===== src/rtl/uart_rx_fifo_pkg.sv =====
// Shared definitions for the UART receive path and the SOC IO decode.
// Holds the receiver FSM state encodings, the IO register offsets, the
// status bit positions and a helper for the baud divisor.
package uart_rx_fifo_pkg;

    // Receiver FSM states (3-bit encoding, visible to debug/IO logic)
    typedef enum logic [2:0] {
        IDLE      = 3'd0,
        START     = 3'd1,
        DATA      = 3'd2,
        STOP      = 3'd3,
        WAIT_HIGH = 3'd4
    } rx_state_t;

    // IO register byte offsets
    localparam int unsigned RX_DATA_OFF   = 0;
    localparam int unsigned RX_STATUS_OFF = 4;

    // RX status register bit positions
    localparam int unsigned STAT_VALID_BIT     = 0;
    localparam int unsigned STAT_FRAME_ERR_BIT = 1;
    localparam int unsigned STAT_OVERRUN_BIT   = 2;

    // System clocks per serial bit (integer division)
    function automatic int unsigned clks_per_bit(input int unsigned clk_hz,
                                                 input int unsigned baud);
        return clk_hz / baud;
    endfunction

endpackage


===== src/rtl/sync_fifo.sv =====
// Synchronous FIFO with registered storage and a combinational head read.
// Ports: clk, rst_n (async, active low), push/wdata, pop, head (entry at
// the read pointer, zero while empty), full, empty.
// A push while full is accepted only if a pop happens in the same cycle.
module sync_fifo #(
    parameter int unsigned WIDTH = 8,
    parameter int unsigned DEPTH = 8
) (
    input  logic             clk,
    input  logic             rst_n,
    input  logic             push,
    input  logic [WIDTH-1:0] wdata,
    input  logic             pop,
    output logic [WIDTH-1:0] head,
    output logic             full,
    output logic             empty
);

    localparam int unsigned AW = $clog2(DEPTH);

    logic [WIDTH-1:0] mem [DEPTH];
    logic [AW-1:0]    wr_ptr;
    logic [AW-1:0]    rd_ptr;
    logic [AW:0]      count;
    logic             do_push;
    logic             do_pop;

    assign empty   = (count == '0);
    assign full    = (count == (AW+1)'(DEPTH));
    assign do_pop  = pop && !empty;
    assign do_push = push && (!full || do_pop);
    assign head    = empty ? '0 : mem[rd_ptr];

    // Pointers wrap naturally; count tracks occupancy
    always_ff @(posedge clk or negedge rst_n) begin
        if (!rst_n) begin
            wr_ptr <= '0;
            rd_ptr <= '0;
            count  <= '0;
        end else begin
            if (do_push) wr_ptr <= wr_ptr + AW'(1);
            if (do_pop)  rd_ptr <= rd_ptr + AW'(1);
            case ({do_push, do_pop})
                2'b10:   count <= count + (AW+1)'(1);
                2'b01:   count <= count - (AW+1)'(1);
                default: count <= count;
            endcase
        end
    end

    // Storage needs no reset: head is masked while empty
    always_ff @(posedge clk) begin
        if (do_push) mem[wr_ptr] <= wdata;
    end

endmodule


===== src/rtl/uart_rx_fifo.sv =====
// 8N1 UART receiver with byte FIFO for the femtoRV SOC IO bus.
// Ports: clk, resetn (async, active low), rxd (raw pad), rd_en (pop
// strobe), rd_data (FIFO head), rx_valid (FIFO not empty), frame_err and
// overrun (sticky), clr_flags (clears both sticky flags; a set wins).
module uart_rx_fifo
    import uart_rx_fifo_pkg::*;
#(
    parameter int unsigned CLK_HZ     = 50_000_000,
    parameter int unsigned BAUD       = 115_200,
    parameter int unsigned FIFO_DEPTH = 8
) (
    input  logic       clk,
    input  logic       resetn,
    input  logic       rxd,
    input  logic       rd_en,
    output logic [7:0] rd_data,
    output logic       rx_valid,
    output logic       frame_err,
    output logic       overrun,
    input  logic       clr_flags
);

    localparam int unsigned CPB   = clks_per_bit(CLK_HZ, BAUD);
    localparam int unsigned CNT_W = $clog2(CPB);

    logic             sync1;
    logic             rxs;
    rx_state_t        state;
    logic [CNT_W-1:0] cnt;
    logic [2:0]       bit_idx;
    logic [7:0]       shreg;
    logic             push_q;
    logic             fifo_full;
    logic             fifo_empty;

    // Two-flop synchronizer; idles high
    always_ff @(posedge clk or negedge resetn) begin
        if (!resetn) begin
            sync1 <= 1'b1;
            rxs   <= 1'b1;
        end else begin
            sync1 <= rxd;
            rxs   <= sync1;
        end
    end

    // Frame recovery FSM; push_q pulses the cycle after a good stop bit
    always_ff @(posedge clk or negedge resetn) begin
        if (!resetn) begin
            state     <= IDLE;
            cnt       <= '0;
            bit_idx   <= '0;
            shreg     <= '0;
            push_q    <= 1'b0;
            frame_err <= 1'b0;
        end else begin
            push_q <= 1'b0;
            if (clr_flags) frame_err <= 1'b0;
            case (state)
                IDLE: begin
                    if (!rxs) begin
                        cnt   <= CNT_W'(CPB/2 - 1);
                        state <= START;
                    end
                end
                START: begin
                    if (cnt == '0) begin
                        if (rxs) begin
                            state <= IDLE;
                        end else begin
                            state   <= DATA;
                            bit_idx <= '0;
                            cnt     <= CNT_W'(CPB - 1);
                        end
                    end else begin
                        cnt <= cnt - CNT_W'(1);
                    end
                end
                DATA: begin
                    if (cnt == '0) begin
                        shreg   <= {rxs, shreg[7:1]};
                        cnt     <= CNT_W'(CPB - 1);
                        bit_idx <= bit_idx + 3'd1;
                        if (bit_idx == 3'd7) state <= STOP;
                    end else begin
                        cnt <= cnt - CNT_W'(1);
                    end
                end
                STOP: begin
                    if (cnt == '0) begin
                        if (rxs) begin
                            push_q <= 1'b1;
                            state  <= IDLE;
                        end else begin
                            frame_err <= 1'b1;
                            state     <= WAIT_HIGH;
                        end
                    end else begin
                        cnt <= cnt - CNT_W'(1);
                    end
                end
                WAIT_HIGH: begin
                    if (rxs) state <= IDLE;
                end
                default: state <= IDLE;
            endcase
        end
    end

    // A full FIFO is never empty, so a pop is possible iff rd_en is high
    always_ff @(posedge clk or negedge resetn) begin
        if (!resetn) begin
            overrun <= 1'b0;
        end else begin
            if (clr_flags) overrun <= 1'b0;
            if (push_q && fifo_full && !rd_en) overrun <= 1'b1;
        end
    end

    sync_fifo #(
        .WIDTH (8),
        .DEPTH (FIFO_DEPTH)
    ) u_fifo (
        .clk   (clk),
        .rst_n (resetn),
        .push  (push_q),
        .wdata (shreg),
        .pop   (rd_en),
        .head  (rd_data),
        .full  (fifo_full),
        .empty (fifo_empty)
    );

    assign rx_valid = !fifo_empty;

endmodule


===== config.mk =====
export PLATFORM = sky130hd
export DESIGN_NAME = uart_rx_fifo
export DESIGN_NICKNAME = d
export VERILOG_FILES = /design/src/rtl/uart_rx_fifo_pkg.sv /design/src/rtl/sync_fifo.sv /design/src/rtl/uart_rx_fifo.sv
export SDC_FILE = /design/constraint.sdc
export NUM_CORES = 1
export LEC_CHECK = 0
export BUFFER_PORTS_ARGS = -buffer_cell sky130_fd_sc_hd__buf_2
export CAP_MARGIN = 20
export CORE_MARGIN = 2
export CORE_UTILIZATION = 40
export CTS_BUF_LIST = sky130_fd_sc_hd__clkbuf_8
export CTS_CLUSTER_DIAMETER = 80
export DETAILED_ROUTE_END_ITERATION = 6
export GPL_ROUTABILITY_DRIVEN = 1
export GPL_TIMING_DRIVEN = 0
export PLACE_DENSITY = 0.66
export REMOVE_ABC_BUFFERS = 1
export SYNTH_ARGS = -nofsm -noshare
export SYNTH_HDL_FRONTEND = slang
export SYNTH_SLANG_ARGS = --single-unit

===== constraint.sdc =====
create_clock -name clk -period 3.5 [get_ports clk]
set_clock_uncertainty 0.1 [all_clocks]
set_input_delay 0.175 -clock clk [delete_from_list [all_inputs] [get_ports clk]]
set_output_delay 0.175 -clock clk [all_outputs]
set_load 0.01 [all_outputs]

==> run_summary.xml <==
<?xml version="1.0" encoding="UTF-8"?>
<metrics>
  <group name="outcome">
    <metric name="run_status" unit="">finished, final reports clean</metric>
  </group>
  <group name="die">
    <metric name="design.die.area" unit="um^2">12240</metric>
    <metric name="fp.coreArea" unit="um^2">10980</metric>
    <metric name="die_h" unit="um">110.6</metric>
    <metric name="ioPinCount" unit="">16</metric>
    <metric name="initial_core_util" unit="%">41.41</metric>
    <metric name="die_width" unit="um">110.6</metric>
    <metric name="core.rowCount" unit="">38</metric>
  </group>
  <group name="final_layout">
    <metric name="drive_gt1_share" unit="%">24.04</metric>
    <metric name="nNetsFinal" unit="">344</metric>
    <metric name="flow.area_growth_from_synthesis" unit="%">12.10</metric>
    <metric name="fillCellCount" unit="">944</metric>
    <metric name="n_antenna_cell" unit="">0</metric>
    <metric name="final_area" unit="um^2">5099</metric>
  </group>
  <group name="placement">
    <metric name="buffer_ports.inserted" unit="">15</metric>
    <metric name="gp_routability_congestion" unit="">0.7703</metric>
    <metric name="dp_hpwl" unit="um">5303</metric>
    <metric name="placedInstanceArea" unit="um^2">4807</metric>
    <metric name="post-place-ws" unit="ns">1.064</metric>
  </group>
  <group name="synth">
    <metric name="syn-instance-count" unit="">307</metric>
    <metric name="synth_async_sr_flop_share" unit="%">37.25</metric>
    <metric name="synth_warnings" unit="">0</metric>
    <metric name="synth_top_area_share" unit="%">42.26</metric>
    <metric name="netlist.top_cell.by_area" unit="">sky130_fd_sc_hd__edfxtp_1</metric>
    <metric name="synthDistinctLibCells" unit="">59</metric>
    <metric name="synth_top_flop_cell" unit="">sky130_fd_sc_hd__edfxtp_1</metric>
    <metric name="synth_area" unit="um^2">4548</metric>
    <metric name="post_synth_main_area_contributors" unit="">sky130_fd_sc_hd__edfxtp_1 42%, sky130_fd_sc_hd__dfrtp_1 20%, sky130_fd_sc_hd__mux4_2 7.9%</metric>
    <metric name="synth.avg_cell_area" unit="um^2">14.81</metric>
    <metric name="yosys_register_bits" unit="">102</metric>
    <metric name="synth-edff-count" unit="">64</metric>
    <metric name="seq_area_frac_synth" unit="%">63.22</metric>
  </group>
  <group name="timing">
    <metric name="min_period_over_period" unit="%">72.73</metric>
    <metric name="setup_viol" unit="">0</metric>
    <metric name="grt_setup_unrepaired" unit="">no</metric>
    <metric name="post-route-worst-setup-slack" unit="ns">0.9543</metric>
    <metric name="slew_headroom" unit="%">34.58</metric>
    <metric name="final_tns_setup" unit="ns">0</metric>
    <metric name="max_slew_violation_count" unit="">0</metric>
    <metric name="achievable-frequency" unit="GHz">0.3928</metric>
    <metric name="finalHoldViolCount" unit="">0</metric>
    <metric name="timing_worst_slew_pin_value" unit="ns">0.9759</metric>
    <metric name="layout_min_cycle_time" unit="ns">2.546</metric>
  </group>
  <group name="route">
    <metric name="drt-vias-per-instance" unit="">5.505</metric>
    <metric name="drtPass1Iterations" unit="">4</metric>
    <metric name="totalWireLength" unit="um">8520</metric>
    <metric name="drcViolationCount" unit="">0</metric>
    <metric name="via_count" unit="">2626</metric>
    <metric name="drt.antenna.violating_nets" unit="">0</metric>
    <metric name="wire_per_inst" unit="um">17.86</metric>
    <metric name="drt_first_iter_violations" unit="">191</metric>
  </group>
  <group name="worst_hold_path">
    <metric name="hold_start" unit="">sync1$_DFF_PN1_</metric>
    <metric name="worst_hold_path.endpoint" unit="">rxs$_DFF_PN1_</metric>
    <metric name="min-delay-path-class" unit="">reg2reg</metric>
    <metric name="holdPathStages" unit="">0</metric>
  </group>
  <group name="worst_setup_path">
    <metric name="timing.rr.end" unit="">cnt[1]$_DFFE_PN0P_</metric>
    <metric name="worstSetupStartpointType" unit="">flop</metric>
    <metric name="reg2reg_setup_slack" unit="ns">1.10</metric>
    <metric name="cp_cell_sequence" unit="">or3_4 -&gt; nor2_1 -&gt; nor2_1 -&gt; buf_2</metric>
    <metric name="critPathKind" unit="">reg2out</metric>
    <metric name="cp.arrival" unit="ns">2.27</metric>
    <metric name="regToRegStartpoint" unit="">cnt[0]$_DFFE_PN0P_</metric>
    <metric name="critPathMaxFanout" unit="">9</metric>
    <metric name="setup.worst_path.end_class" unit="">output pin</metric>
    <metric name="timing.critical_path.slowest_cell_delay" unit="ns">0.66</metric>
    <metric name="cp_data_required_time" unit="ns">3.22</metric>
    <metric name="r2r.worst_path.cells" unit="">6</metric>
    <metric name="cpMostUsedCell" unit="">sky130_fd_sc_hd__nor2_1</metric>
    <metric name="cp_slowest_cell" unit="">sky130_fd_sc_hd__nor2_1</metric>
  </group>
  <group name="power">
    <metric name="irDropWorstVdd" unit="uV">183.6</metric>
    <metric name="powerDensity" unit="nW/um^2">413.8</metric>
    <metric name="static-leakage-power" unit="nW">2.043</metric>
    <metric name="totalPowerFinal" unit="mW">2.110</metric>
  </group>
  <group name="clock_tree">
    <metric name="clock_tree_from_tritoncts" unit="">yes</metric>
    <metric name="worst_setup_hold_path_clk_slew" unit="ns">0.11</metric>
    <metric name="cts_sinks" unit="">102</metric>
    <metric name="clock_latency" unit="ns">0.37</metric>
    <metric name="tritoncts.num_buffers" unit="">9</metric>
    <metric name="cts-root-to-sink-buffers" unit="">2</metric>
    <metric name="clockRootBuffer" unit="">sky130_fd_sc_hd__clkbuf_8</metric>
    <metric name="htree_num_levels" unit="">3</metric>
  </group>
  <group name="grt">
    <metric name="grt.overflow.total" unit="">0</metric>
    <metric name="grt_max_degree" unit="">39</metric>
    <metric name="grt_pass1_vias" unit="">2593</metric>
    <metric name="grt_first_pass_wirelength" unit="um">13550</metric>
    <metric name="gr-usage-all-layers" unit="%">14.14</metric>
    <metric name="initial_antenna_violation_count" unit="">0</metric>
  </group>
  <group name="run">
    <metric name="max_cap_violations" unit="">0</metric>
  </group>
</metrics>
==> per-stage QoR <==
stage,util (%),hold slack [ns],instances
after floorplan,-,-0.2206,296
after global placement,43.16,0.1799,451
after detailed placement,43.77,0.1836,456
after CTS,46.17,0.2641,476
after global routing,46.42,0.2701,477
final,46.42,0.2624,477
==> report_power, final <==
group / total, mW / leakage (nW) / switching, mW / internal (mW)
registers: 1.27 / 1.25 / 0.00155 / 1.27
clock network: 0.819 / 0.114 / 0.461 / 0.358
logic: 0.0196 / 0.678 / 0.0134 / 0.00624
total: 2.11 / 2.04 / 0.476 / 1.63
==> cell usage in the layout, fill, tap and decap left out, types with 4 or more instances in the layout <==
master / netlist / layout
sky130_fd_sc_hd__edfxtp_1: 64 / 64
sky130_fd_sc_hd__dfrtp_1: 36 / 36
sky130_fd_sc_hd__nor2_1: 28 / 28
sky130_fd_sc_hd__inv_1: 16 / 16
sky130_fd_sc_hd__mux4_2: 16 / 16
sky130_fd_sc_hd__buf_2: 4 / 15
sky130_fd_sc_hd__nand2_1: 12 / 12
sky130_fd_sc_hd__mux2i_1: 10 / 10
sky130_fd_sc_hd__a21oi_1: 10 / 10
sky130_fd_sc_hd__clkbuf_8: 0 / 9
sky130_fd_sc_hd__mux2_2: 7 / 7
sky130_fd_sc_hd__ha_1: 7 / 7
sky130_fd_sc_hd__nand3_1: 6 / 6
sky130_fd_sc_hd__o22ai_1: 5 / 5
sky130_fd_sc_hd__buf_4: 1 / 5
sky130_fd_sc_hd__nand2b_1: 4 / 4
sky130_fd_sc_hd__o21ai_0: 4 / 4
sky130_fd_sc_hd__a221oi_1: 4 / 4
sky130_fd_sc_hd__xnor2_1: 4 / 4
sky130_fd_sc_hd__inv_8: 0 / 4
sky130_fd_sc_hd__dlygate4sd3_1: 0 / 4
==> worst max-delay path: cells and delay by family, from the launching register on <==
family	cells	cell delay (ns)
buffers and inverters	1	0.18
and+or+nand+nor	3	1.24
DFF	1	0.48
==> sequential cells by signal, summed over array words and instances (netlist names), 3 cells and up <==
register and flops:
u_fifo.mem 64, cnt 9, shreg 8, u_fifo.count 4, bit_idx 3, state 3, u_fifo.rd_ptr 3, u_fifo.wr_ptr 3
==> logic make-up (layout without fill, tap and decap cells) <==
group	after synthesis	count (layout)	synth area share (%)
AO/OA/AOI/OAI	50	50	8.721
XOR/XNOR	7	7	1.348
adder cells (fa/ha/maj)	7	7	1.926
buffers and inverters	27	57	2.586
flip-flops	102	102	63.22
multiplexers	36	36	12.60
AND/OR/NAND/NOR	78	78	9.601
==> cell usage after synthesis (5+ instances only) <==
| cell | n |
|---|---|
| sky130_fd_sc_hd__ha_1 | 7 |
| sky130_fd_sc_hd__nand2_1 | 12 |
| sky130_fd_sc_hd__nor3_1 | 5 |
| sky130_fd_sc_hd__a21oi_1 | 10 |
| sky130_fd_sc_hd__o22ai_1 | 5 |
| sky130_fd_sc_hd__dfrtp_1 | 36 |
| sky130_fd_sc_hd__edfxtp_1 | 64 |
| sky130_fd_sc_hd__nand3_1 | 6 |
| sky130_fd_sc_hd__nor2_1 | 28 |
| sky130_fd_sc_hd__mux4_2 | 16 |
| sky130_fd_sc_hd__mux2_2 | 7 |
| sky130_fd_sc_hd__mux2i_1 | 10 |
| sky130_fd_sc_hd__inv_1 | 16 |
==> per-layer routing <==
layer | up-vias | GRT usage (%) | part of all wire (%)
met3 | 9 | 3.183 | 3.2
met1 | 1338 | 17.79 | 43
met2 | 48 | 24.54 | 53
met4 | 0 | 4.083 | 0.87
li1 | 1231 | - | -
met5 | - | 0 | 0
==> cell type report <==
class | instances | area, um^2 | share of cell area, %
multi-input cells | 178 | 1584 | 31.07
repair buffers | 25 | 180.2 | 3.534
clock buffers | 9 | 123.9 | 2.429
clock inverters | 7 | 100.1 | 1.963
well taps | 140 | 175.2 | 3.436
flip-flops and latches | 102 | 2875 | 56.39
inverters | 16 | 60.06 | 1.178
==> timing repair <==
item / 4_1_cts / 5_1_grt
hold buffers: 4 / 0
endpoints found under the hold margin: 40 / 0
setup endpoints to repair: 0 / 0
buffers inserted: 0 / 0
gates resized for setup: 0 / 0
==> how the worst max path moves through the flow <==
| stage | endpoint | start | cells after the start | slack (ns) |
|---|---|---|---|---|
| finish | rd_data[7] | u_fifo.count[0]$_DFFE_PN0P_ | 4 | 0.95 |
| global route | rd_data[7] | u_fifo.count[0]$_DFFE_PN0P_ | 4 | 0.79 |
| CTS | rd_data[6] | u_fifo.rd_ptr[0]$_DFFE_PN0N_ | 4 | 0.63 |
| detailed placement | rd_data[6] | u_fifo.rd_ptr[0]$_DFFE_PN0N_ | 4 | 1.06 |
| global placement | shreg[0]$_DFFE_PN0P_ | cnt[0]$_DFFE_PN0P_ | 5 | 0.14 |
| floorplan | shreg[6]$_DFFE_PN0P_ | cnt[0]$_DFFE_PN0P_ | 5 | 0.76 |
Power figures use the tool's default switching activity.
